**config.mk**
```make
export PLATFORM = sky130hd
export DESIGN_NAME = sr_pq_flat
export DESIGN_NICKNAME = d
export VERILOG_FILES = /design/src/rtl/sr_pq_if.sv /design/src/rtl/sr_pq.sv /design/src/flat_wrapper.sv
export SDC_FILE = /design/constraint.sdc
export NUM_CORES = 1
export LEC_CHECK = 0
export ABC_AREA = 1
export CAP_MARGIN = 5
export CORE_UTILIZATION = 65
export DETAILED_ROUTE_END_ITERATION = 7
export PLACE_DENSITY = 0.83
export SKIP_LAST_GASP = 1
export SYNTH_ARGS = -nofsm -noshare
export SYNTH_HDL_FRONTEND = slang
export SYNTH_SLANG_ARGS = --single-unit
```
**constraint.sdc**
```tcl
create_clock -name clk -period 5 [get_ports clk]
set_clock_uncertainty 0.05 [all_clocks]
set_input_delay 0.5 -clock clk [delete_from_list [all_inputs] [get_ports clk]]
set_output_delay 0.5 -clock clk [all_outputs]
set_load 0.01 [all_outputs]
```
**src/rtl/sr_pq_if.sv**
```systemverilog
// rtl/sr_pq_if.sv - enqueue/dequeue bundle between a queue user and sr_pq
//
// Purpose: carries one priority-queue request per clock and the queue status.
// Ports (signals):
//   enq, deq  request strobes, sampled at the rising edge
//   kvi       {key,val} entry to enqueue
//   kvo       head entry (smallest key), registered
//   empty     no valid entries
//   full      DEPTH valid entries
//   count     number of valid entries
//   err       one-cycle pulse after a dropped request
// Modports: master drives requests, slave is the queue.
interface sr_pq_if #(
  parameter int KEY_WIDTH = 4,
  parameter int VAL_WIDTH = 4,
  parameter int DEPTH     = 8
);
  localparam int KVW = KEY_WIDTH + VAL_WIDTH;
  localparam int CW  = $clog2(DEPTH + 1);

  logic           enq;
  logic           deq;
  logic [KVW-1:0] kvi;
  logic [KVW-1:0] kvo;
  logic           empty;
  logic           full;
  logic [CW-1:0]  count;
  logic           err;

  modport master (
    output enq, deq, kvi,
    input  kvo, empty, full, count, err
  );

  modport slave (
    input  enq, deq, kvi,
    output kvo, empty, full, count, err
  );
endinterface

```
**src/rtl/sr_pq.sv**
```systemverilog
// rtl/sr_pq.sv - shift-register priority queue, head is always the smallest key
//
// Purpose: keeps up to DEPTH {key,val} entries sorted in a linear array of
// registered cells; accepts an enqueue, a dequeue, or both every clock.
// Ports:
//   clk  rising-edge clock
//   rst  asynchronous assert, active-low reset (release synchronously upstream)
//   pq   sr_pq_if.slave: enq/deq/kvi in; kvo/empty/full/count/err out
module sr_pq #(
  parameter int KEY_WIDTH = 4,
  parameter int VAL_WIDTH = 4,
  parameter int DEPTH     = 8
) (
  input logic    clk,
  input logic    rst,
  sr_pq_if.slave pq
);
  localparam int KVW = KEY_WIDTH + VAL_WIDTH;
  localparam int CW  = $clog2(DEPTH + 1);

  logic [KVW-1:0]       kv_q [DEPTH];
  logic [DEPTH-1:0]     vld_q;
  logic [CW-1:0]        count_q;
  logic                 err_q;

  logic [KVW-1:0]       kv_d [DEPTH];
  logic [DEPTH-1:0]     vld_d;

  logic [KEY_WIDTH-1:0] new_key;
  // le[i]: cell i is valid and its key is <= the new key. Because the array is
  // sorted, le is a contiguous prefix; le[DEPTH] is a constant 0 sentinel.
  logic [DEPTH:0]       le;
  logic                 is_empty;
  logic                 is_full;
  logic                 do_ins;
  logic                 do_rep;
  logic                 do_pop;
  logic                 drop;

  assign new_key  = pq.kvi[KVW-1 -: KEY_WIDTH];
  assign is_empty = !vld_q[0];
  assign is_full  = vld_q[DEPTH-1];

  // enq+deq on an empty queue degrades to a plain insert.
  assign do_ins = pq.enq && !is_full && (!pq.deq || is_empty);
  assign do_rep = pq.enq && pq.deq && !is_empty;
  assign do_pop = pq.deq && !pq.enq && !is_empty;
  assign drop   = (pq.enq && !pq.deq && is_full) || (pq.deq && !pq.enq && is_empty);

  always_comb begin
    le = '0;
    for (int i = 0; i < DEPTH; i++) begin
      le[i] = vld_q[i] && (kv_q[i][KVW-1 -: KEY_WIDTH] <= new_key);
    end
  end

  // Each cell decides its next value from its own compare bit and its
  // neighbours' only, so timing does not grow with DEPTH.
  for (genvar i = 0; i < DEPTH; i++) begin : g_cell
    localparam bit FIRST = (i == 0);

    logic [KVW-1:0] prev_kv;
    logic           prev_le;
    logic           prev_vld;
    logic [KVW-1:0] next_kv;
    logic           next_vld;
    logic [KVW-1:0] kv_n;
    logic           vld_n;

    if (i == 0) begin : g_head
      // Cell 0 sees a virtual "always <= and valid" predecessor so the new
      // entry lands here when every stored key is larger.
      assign prev_kv  = '0;
      assign prev_le  = 1'b1;
      assign prev_vld = 1'b1;
    end else begin : g_body
      assign prev_kv  = kv_q[i-1];
      assign prev_le  = le[i-1];
      assign prev_vld = vld_q[i-1];
    end

    if (i == DEPTH - 1) begin : g_tail
      // Shifting toward the head pulls in a zeroed, invalid entry.
      assign next_kv  = '0;
      assign next_vld = 1'b0;
    end else begin : g_inner
      assign next_kv  = kv_q[i+1];
      assign next_vld = vld_q[i+1];
    end

    always_comb begin
      kv_n  = kv_q[i];
      vld_n = vld_q[i];
      if (do_ins) begin
        // Cells past the insert point shift away from the head by one.
        vld_n = vld_q[i] | prev_vld;
        if (!le[i]) begin
          kv_n = prev_le ? pq.kvi : prev_kv;
        end
      end else if (do_rep) begin
        // Head leaves: cells before the insert point (counted from cell 1)
        // shift toward the head, the insert cell takes kvi, the rest hold.
        if (le[i+1]) begin
          kv_n = next_kv;
        end else if (FIRST || le[i]) begin
          kv_n = pq.kvi;
        end
      end else if (do_pop) begin
        kv_n  = next_kv;
        vld_n = next_vld;
      end
    end

    assign kv_d[i]  = kv_n;
    assign vld_d[i] = vld_n;
  end

  always_ff @(posedge clk or negedge rst) begin
    if (!rst) begin
      for (int i = 0; i < DEPTH; i++) begin
        kv_q[i] <= '0;
      end
      vld_q   <= '0;
      count_q <= '0;
      err_q   <= 1'b0;
    end else begin
      for (int i = 0; i < DEPTH; i++) begin
        kv_q[i] <= kv_d[i];
      end
      vld_q <= vld_d;
      err_q <= drop;
      if (do_ins) begin
        count_q <= count_q + CW'(1);
      end else if (do_pop) begin
        count_q <= count_q - CW'(1);
      end
    end
  end

  assign pq.kvo   = kv_q[0];
  assign pq.empty = is_empty;
  assign pq.full  = is_full;
  assign pq.count = count_q;
  assign pq.err   = err_q;
endmodule
```
**src/flat_wrapper.sv**
```systemverilog
// flat-port wrapper written by rule: the top's interface ports become plain ports
module sr_pq_flat 
#(
  parameter int KEY_WIDTH = 4,
  parameter int VAL_WIDTH = 4,
  parameter int DEPTH     = 8
)
  (clk, rst, pq_enq, pq_deq, pq_kvi, pq_kvo, pq_empty, pq_full, pq_count, pq_err);
  sr_pq_if #(.KEY_WIDTH(KEY_WIDTH), .VAL_WIDTH(VAL_WIDTH), .DEPTH(DEPTH)) pq_i ();
  input logic clk;
  input logic rst;
  input wire logic [$bits(pq_i.enq)-1:0] pq_enq;
  input wire logic [$bits(pq_i.deq)-1:0] pq_deq;
  input wire logic [$bits(pq_i.kvi)-1:0] pq_kvi;
  output wire logic [$bits(pq_i.kvo)-1:0] pq_kvo;
  output wire logic [$bits(pq_i.empty)-1:0] pq_empty;
  output wire logic [$bits(pq_i.full)-1:0] pq_full;
  output wire logic [$bits(pq_i.count)-1:0] pq_count;
  output wire logic [$bits(pq_i.err)-1:0] pq_err;
  assign pq_i.enq = pq_enq;
  assign pq_i.deq = pq_deq;
  assign pq_i.kvi = pq_kvi;
  assign pq_kvo = pq_i.kvo;
  assign pq_empty = pq_i.empty;
  assign pq_full = pq_i.full;
  assign pq_count = pq_i.count;
  assign pq_err = pq_i.err;
  sr_pq #(.KEY_WIDTH(KEY_WIDTH), .VAL_WIDTH(VAL_WIDTH), .DEPTH(DEPTH)) u_core (.clk(clk), .rst(rst), .pq(pq_i));
endmodule
```
==> flow_summary.ini, run 1 <==
[run_status]
status = finished with violations
failed_checks = design-rule violations

[timing]
tightest_slew_ns = 1.02
setup_tns_ns = 0
period_needed_ns = 3.47
hold_violations = 0
fin_crit_sh_pct = 69.4
finalSetupViolations = 0
drv_slew = 0
rsz0062_at_grt = false
maxSlewHeadroom_pct = 31.7
fmax_ghz = 0.288

[setup_path]
path_class = in -> reg
worstPathRequired_ns = 5.19
crit_fanout = 25
start_kind = input pin
crit_slowest_cell = clkdlybuf4s50_1
slowest_delay_ns = 0.68
crit_chain = clkdlybuf4s50_1, inv_1, ha_1, a21oi_1, o21ai_1, nand2_1, nand2_1, nand2_1, nand3_1, o211ai_1, nand3_1
arrival_ns = 3.66
crit_top_cell = nand2_1
ff2ff_path_depth = 9
cp-end-kind = flop

[placed_design]
gp_congestion = 1.03
dpl.hpwl_um = 12200
numPortBuffers = 26

[synth]
synth_area_per_cell_um2 = 6.75
yosys.area.top_type = dfrtp_1
ys_seq_elements = 77
yosysMostFrequentCell = nand2_1
synth-async-reset-ratio_pct = 100
yosys.area_share.adder_pct = 7.45
yosysSeqAreaShare_pct = 32.2
synthTopCellsByCount = nand2_1, nand3_1, inv_1
syn-cell-area_mm2 = 0.00598
synth_xor_area_share_pct = 0.439
ys_warn_count = 0
synth_edf_count = 0
yosysUniqueCellTypes = 34
synth_top_family_by_area = simple AND/OR/NAND/NOR gates
synth_nets = 933
ys.flop_type = dfrtp_1
synth-simple-area-share_pct = 37.1
synth_cells = 886
synth_top_area_share_pct = 32.2
synth-compound-area-share_pct = 12.8
synth.area.mux_share_pct = 0.188
netlist_top_cells_area = dfrtp_1, nand3_1, nand2_1

[cts]
cts_buffer_depth = 2
cts_num_sinks = 77
cts_resized = 0
clkSlewWorstSetupHoldPaths_ns = 0.08
numCtsBuffers = 9
postCtsSetupBuffers = 0
cts_root_buf = clkbuf_8
htreeDepth = 3
hold_buffers = 0
clkLatencyLatePin_ns = 0.36
cts_tree = done

[finish]
drive_gt1_share_pct = 4.04
utilization_pct = 72.1
diodes = 0
syn_to_final_growth_pct = 6.13
nets = 934

[route]
vias = 6389
vias_per_cell = 6.40
drc_errors = 2
wl_per_cell_um = 18.0
drt-total-wl_um = 18000
drtPass1Iterations = 7
ant_nets = 0
drt_iter0_markers = 865

[floorplanning]
die-area_mm2 = 0.00959
initial_core_util_pct = 67.9
core_area_mm2 = 0.00881
rows = 34
ios = 27
die_y_um = 97.9
fp.dieW_um = 97.9

[grt]
track_usage_pct = 39.5
grt_max_degree = 78
grt_pass1_vias = 5973
grt_pass1_wl_um = 29700
antenna_found_initial = 0
overflow = 0

[power_and_ir_drop]
p_leak_nw = 3.13
ir_drop_uv = 404
p_per_area_mw_per_mm2 = 742
p_total_mw = 4.71

[flow_run]
cap_violations = 0

[min_path]
hp-class = in -> async
## power breakdown
group          internal, mW  switching (mW)
logic                  1.02            1.96
clock network         0.190           0.234
registers             0.942           0.370
total                  2.15            2.56
## cells in the final DEF (no fill, tap or decap), types with 4 or more instances in the layout
cell / n
nand2_2: 8
nand3b_1: 11
o22ai_1: 23
clkbuf_8: 10
nor2_1: 56
buf_4: 4
ha_1: 34
nand3_1: 178
inv_1: 95
a21oi_1: 40
nand4_1: 12
dfrtp_1: 77
clkdlybuf4s50_1: 25
o211ai_1: 17
nand2_1: 230
o21ai_1: 6
o21ai_0: 35
## path summary, 6_finish.rpt
kind	endpoint	slack, ns	from
worst max-delay path	u_core.g_cell[3].next_kv[2]$_DFFE_PN0P_	1.53	pq_kvi[5]
worst min-delay path	u_core.pq.kvo[1]$_DFFE_PN0P_	0.24	rst
worst max register to register	u_core.pq.kvo[0]$_DFFE_PN0P_	1.84	u_core.vld_q[0]$_DFFE_PN0P_
worst min register to register	u_core.pq.count[3]$_DFFE_PN0P_	0.42	u_core.pq.count[3]$_DFFE_PN0P_
max in group asynchronous	u_core.vld_q[3]$_DFFE_PN0P_	3.99	rst
min in group clk	u_core.pq.count[3]$_DFFE_PN0P_	0.42	u_core.pq.count[3]$_DFFE_PN0P_
## critical path, delay by kind of cell
kind	cells	cell delay (ns)
simple gates	5	1.30
buf+inv	2	1.02
compound gates	3	0.43
fa+ha+maj	1	0.40
## per-layer routing
| metal | global-route usage, % | vias to the layer above | wire, um |
|---|---|---|---|
| met2 | 60.0 | 431 | 7870 |
| met5 | 0 | - | 0 |
| li1 | - | 2979 | - |
| met1 | 55.6 | 2911 | 7470 |
| met3 | 8.80 | 68 | 2090 |
| met4 | 14.1 | 0 | 540 |
## cells by family after synthesis
family,Yosys count
XOR/XNOR,3
AO/OA/AOI/OAI,133
adder cells (fa/ha/maj),35
buffers and inverters,138
AND/OR/NAND/NOR,499
flip-flops,77
multiplexers,1
## registers in the layout (all words and copies together), names as in the netlist
name and count:
u_core.g_cell.next_kv 56, u_core.pq.kvo 8, u_core.vld_q 8, u_core.pq.count 4
u_core.pq.err 1
## final cells by class
| type | count | area [um^2] |
|---|---|---|
| inverters | 99 | 374 |
| multi-input cells | 671 | 3470 |
| flip-flops and latches | 77 | 1930 |
| fillers | 763 | 2460 |
| clock inverters | 2 | 10.0 |
| repair buffers | 29 | 280 |
| well taps | 108 | 135 |
| clock buffers | 13 | 149 |
## stage by stage
step | std cells | area [um^2] | setup WS, ns | hold WS (ns)
2_1_floorplan | 886 | 5980 | 2.83 | 0.154
3_3_place_gp | 984 | 6190 | 1.49 | 0.411
3_5_place_dp | 984 | 6190 | 1.37 | 0.412
4_1_cts | 999 | 6350 | 1.73 | 0.292
5_1_grt | 999 | 6350 | 1.34 | 0.308
6_report | 999 | 6350 | 1.53 | 0.240
Note: power is estimated with default switching activity, not from simulation.
==> inputs of run 2 (changes only) <==
Settings changed: CORE_UTILIZATION 65 to 62, PLACE_DENSITY 0.83 to 0.79.
Clock period 5 ns to 3.49 ns, I/O delays scaled along.
==> run 2 against run 1 <==
The run now ends clean. Die area is 4.7% higher. Sequential cell count stayed put. Sequential share of layout area down 1.1 points. Utilization down 1.2 points. Cell area grew 3.7%. Wire length hardly changed. Register-to-register slack worse by 1.1 ns. Clock power rose by 81%. Via count grew 1.8%. Count of clock-buffer cells in the layout is 2 lower. Total power rose by 51%. Setup slack lost 0.93 ns. Largest cell class unchanged. Largest power group unchanged.
==> flow_summary.ini, run 2 (synthesis results as in run 1) <==
[cts]
cts_root_buf = clkbuf_8
cts_tree = done
cts_num_sinks = 77
htreeDepth = 3
hold_buffers = 0
clkLatencyLatePin_ns = 0.36
cts_resized = 0
cts_buffer_depth = 2
postCtsSetupBuffers = 0
clkSlewWorstSetupHoldPaths_ns = 0.09
numCtsBuffers = 9

[timing]
tightest_slew_ns = 1.01
setup_slack_ns = 0.603
fmax_ghz = 0.346
whs_ns = 0.102
fin_crit_sh_pct = 82.7
drv_slew = 0
period_needed_ns = 2.89
finalSetupViolations = 0
maxSlewHeadroom_pct = 32.7
rsz0062_at_grt = false
hold_violations = 0
setup_tns_ns = 0

[floorplanning]
die-area_mm2 = 0.0100
ios = 27
die_y_um = 100
initial_core_util_pct = 64.4
rows = 35
core_area_mm2 = 0.00928
fp.dieW_um = 100

[finish]
nets = 954
final_cells = 1041
most-common-layout-cells = nand2_1, nand3_1, inv_1
utilization_pct = 70.9
drive_gt1_share_pct = 6.36
diodes = 0
syn_to_final_growth_pct = 10.0
fin_area_mm2 = 0.00658
largest_register_ffs = 56
final_common_cell = nand2_1

[grt]
antenna_found_initial = 0
grt_pass1_wl_um = 29500
grt_pass1_vias = 6126
track_usage_pct = 37.8
overflow = 0
grt_max_degree = 78

[setup_path]
crit_top_cell = nand2_1
path_class = in -> reg
cp-end-kind = flop
crit_chain = clkdlybuf4s50_1, inv_1, ha_1, nand2_1, inv_1, nand2_1, nand2_1, nand2_2, nand2_4, o21ai_2, inv_2, nor2_1, a21oi_1
worstPathRequired_ns = 3.68
crit_fanout = 12
start_kind = input pin
crit_slowest_cell = clkdlybuf4s50_1
slowest_delay_ns = 0.64
arrival_ns = 3.08

[power_and_ir_drop]
ir_drop_uv = 514
p_leak_nw = 3.25
p_total_mw = 7.11
p_per_area_mw_per_mm2 = 1080

[flow_run]
cap_violations = 0

[route]
vias = 6501
drtPass1Iterations = 6
drt-total-wl_um = 18000
wl_per_cell_um = 17.3
vias_per_cell = 6.24
drt_iter0_markers = 774
ant_nets = 0
drc_errors = 0

[placed_design]
dpl.cell_count = 1025
gp_congestion = 0.955
placed_area_mm2 = 0.00636
preCtsSetupSlack_ns = 0.390
dpl.hpwl_um = 12700
numPortBuffers = 26

[min_path]
hp-class = in -> async

[run_status]
status = completed
-- run 2: area by class of cell --
| type | instances | area (um^2) |
|---|---|---|
| repair buffers | 49 | 430 |
| clock inverters | 5 | 85.1 |
| multi-input cells | 671 | 3470 |
| inverters | 99 | 374 |
| well taps | 129 | 161 |
| fillers | 792 | 2700 |
| clock buffers | 11 | 131 |
| flip-flops and latches | 77 | 1930 |
-- run 2: report_power, final --
group / switching [mW] / total [mW] / internal (mW) / leakage, nW
Combinational: 2.84 / 4.47 / 1.63 / 2.24
Clock: 0.364 / 0.770 / 0.406 / 0.104
Sequential: 0.521 / 1.87 / 1.35 / 0.907
Total: 3.72 / 7.11 / 3.39 / 3.25
-- run 2: metal layers --
metal | wire length, um | part of all wire, % | vias to the layer above | track usage [%]
li1 | - | - | 3021 | -
met1 | 7270 | 40 | 3026 | 50.9
met4 | 676 | 3.8 | 0 | 17.9
met3 | 2000 | 11 | 69 | 8.29
met5 | 0 | 0 | - | 0
met2 | 8040 | 45 | 385 | 58.0
-- run 2: critical path: cells and delay by family --
kind                       cells  cell delay [ns]
buffers and inverters          4             1.19
adders and majority gates      1             0.41
and+or+nand+nor                6             0.67
AOI/OAI and AO/OA              2             0.45
-- run 2: worst paths after layout --
path | startpoint | to | slack (ns) | cells past startpoint
min | rst | u_core.pq.kvo[5]$_DFFE_PN0P_ | 0.10 | 1
min in group clk | u_core.pq.count[3]$_DFFE_PN0P_ | u_core.pq.count[3]$_DFFE_PN0P_ | 0.43 | 1
max | pq_kvi[7] | u_core.g_cell[0].next_kv[7]$_DFFE_PN0P_ | 0.60 | 13
max reg2reg | u_core.vld_q[0]$_DFFE_PN0P_ | u_core.g_cell[6].next_kv[0]$_DFFE_PN0P_ | 0.70 | 9
max in group asynchronous | rst | u_core.g_cell[3].next_kv[3]$_DFFE_PN0P_ | 2.64 | 1
min reg2reg | u_core.pq.count[3]$_DFFE_PN0P_ | u_core.pq.count[3]$_DFFE_PN0P_ | 0.43 | 1
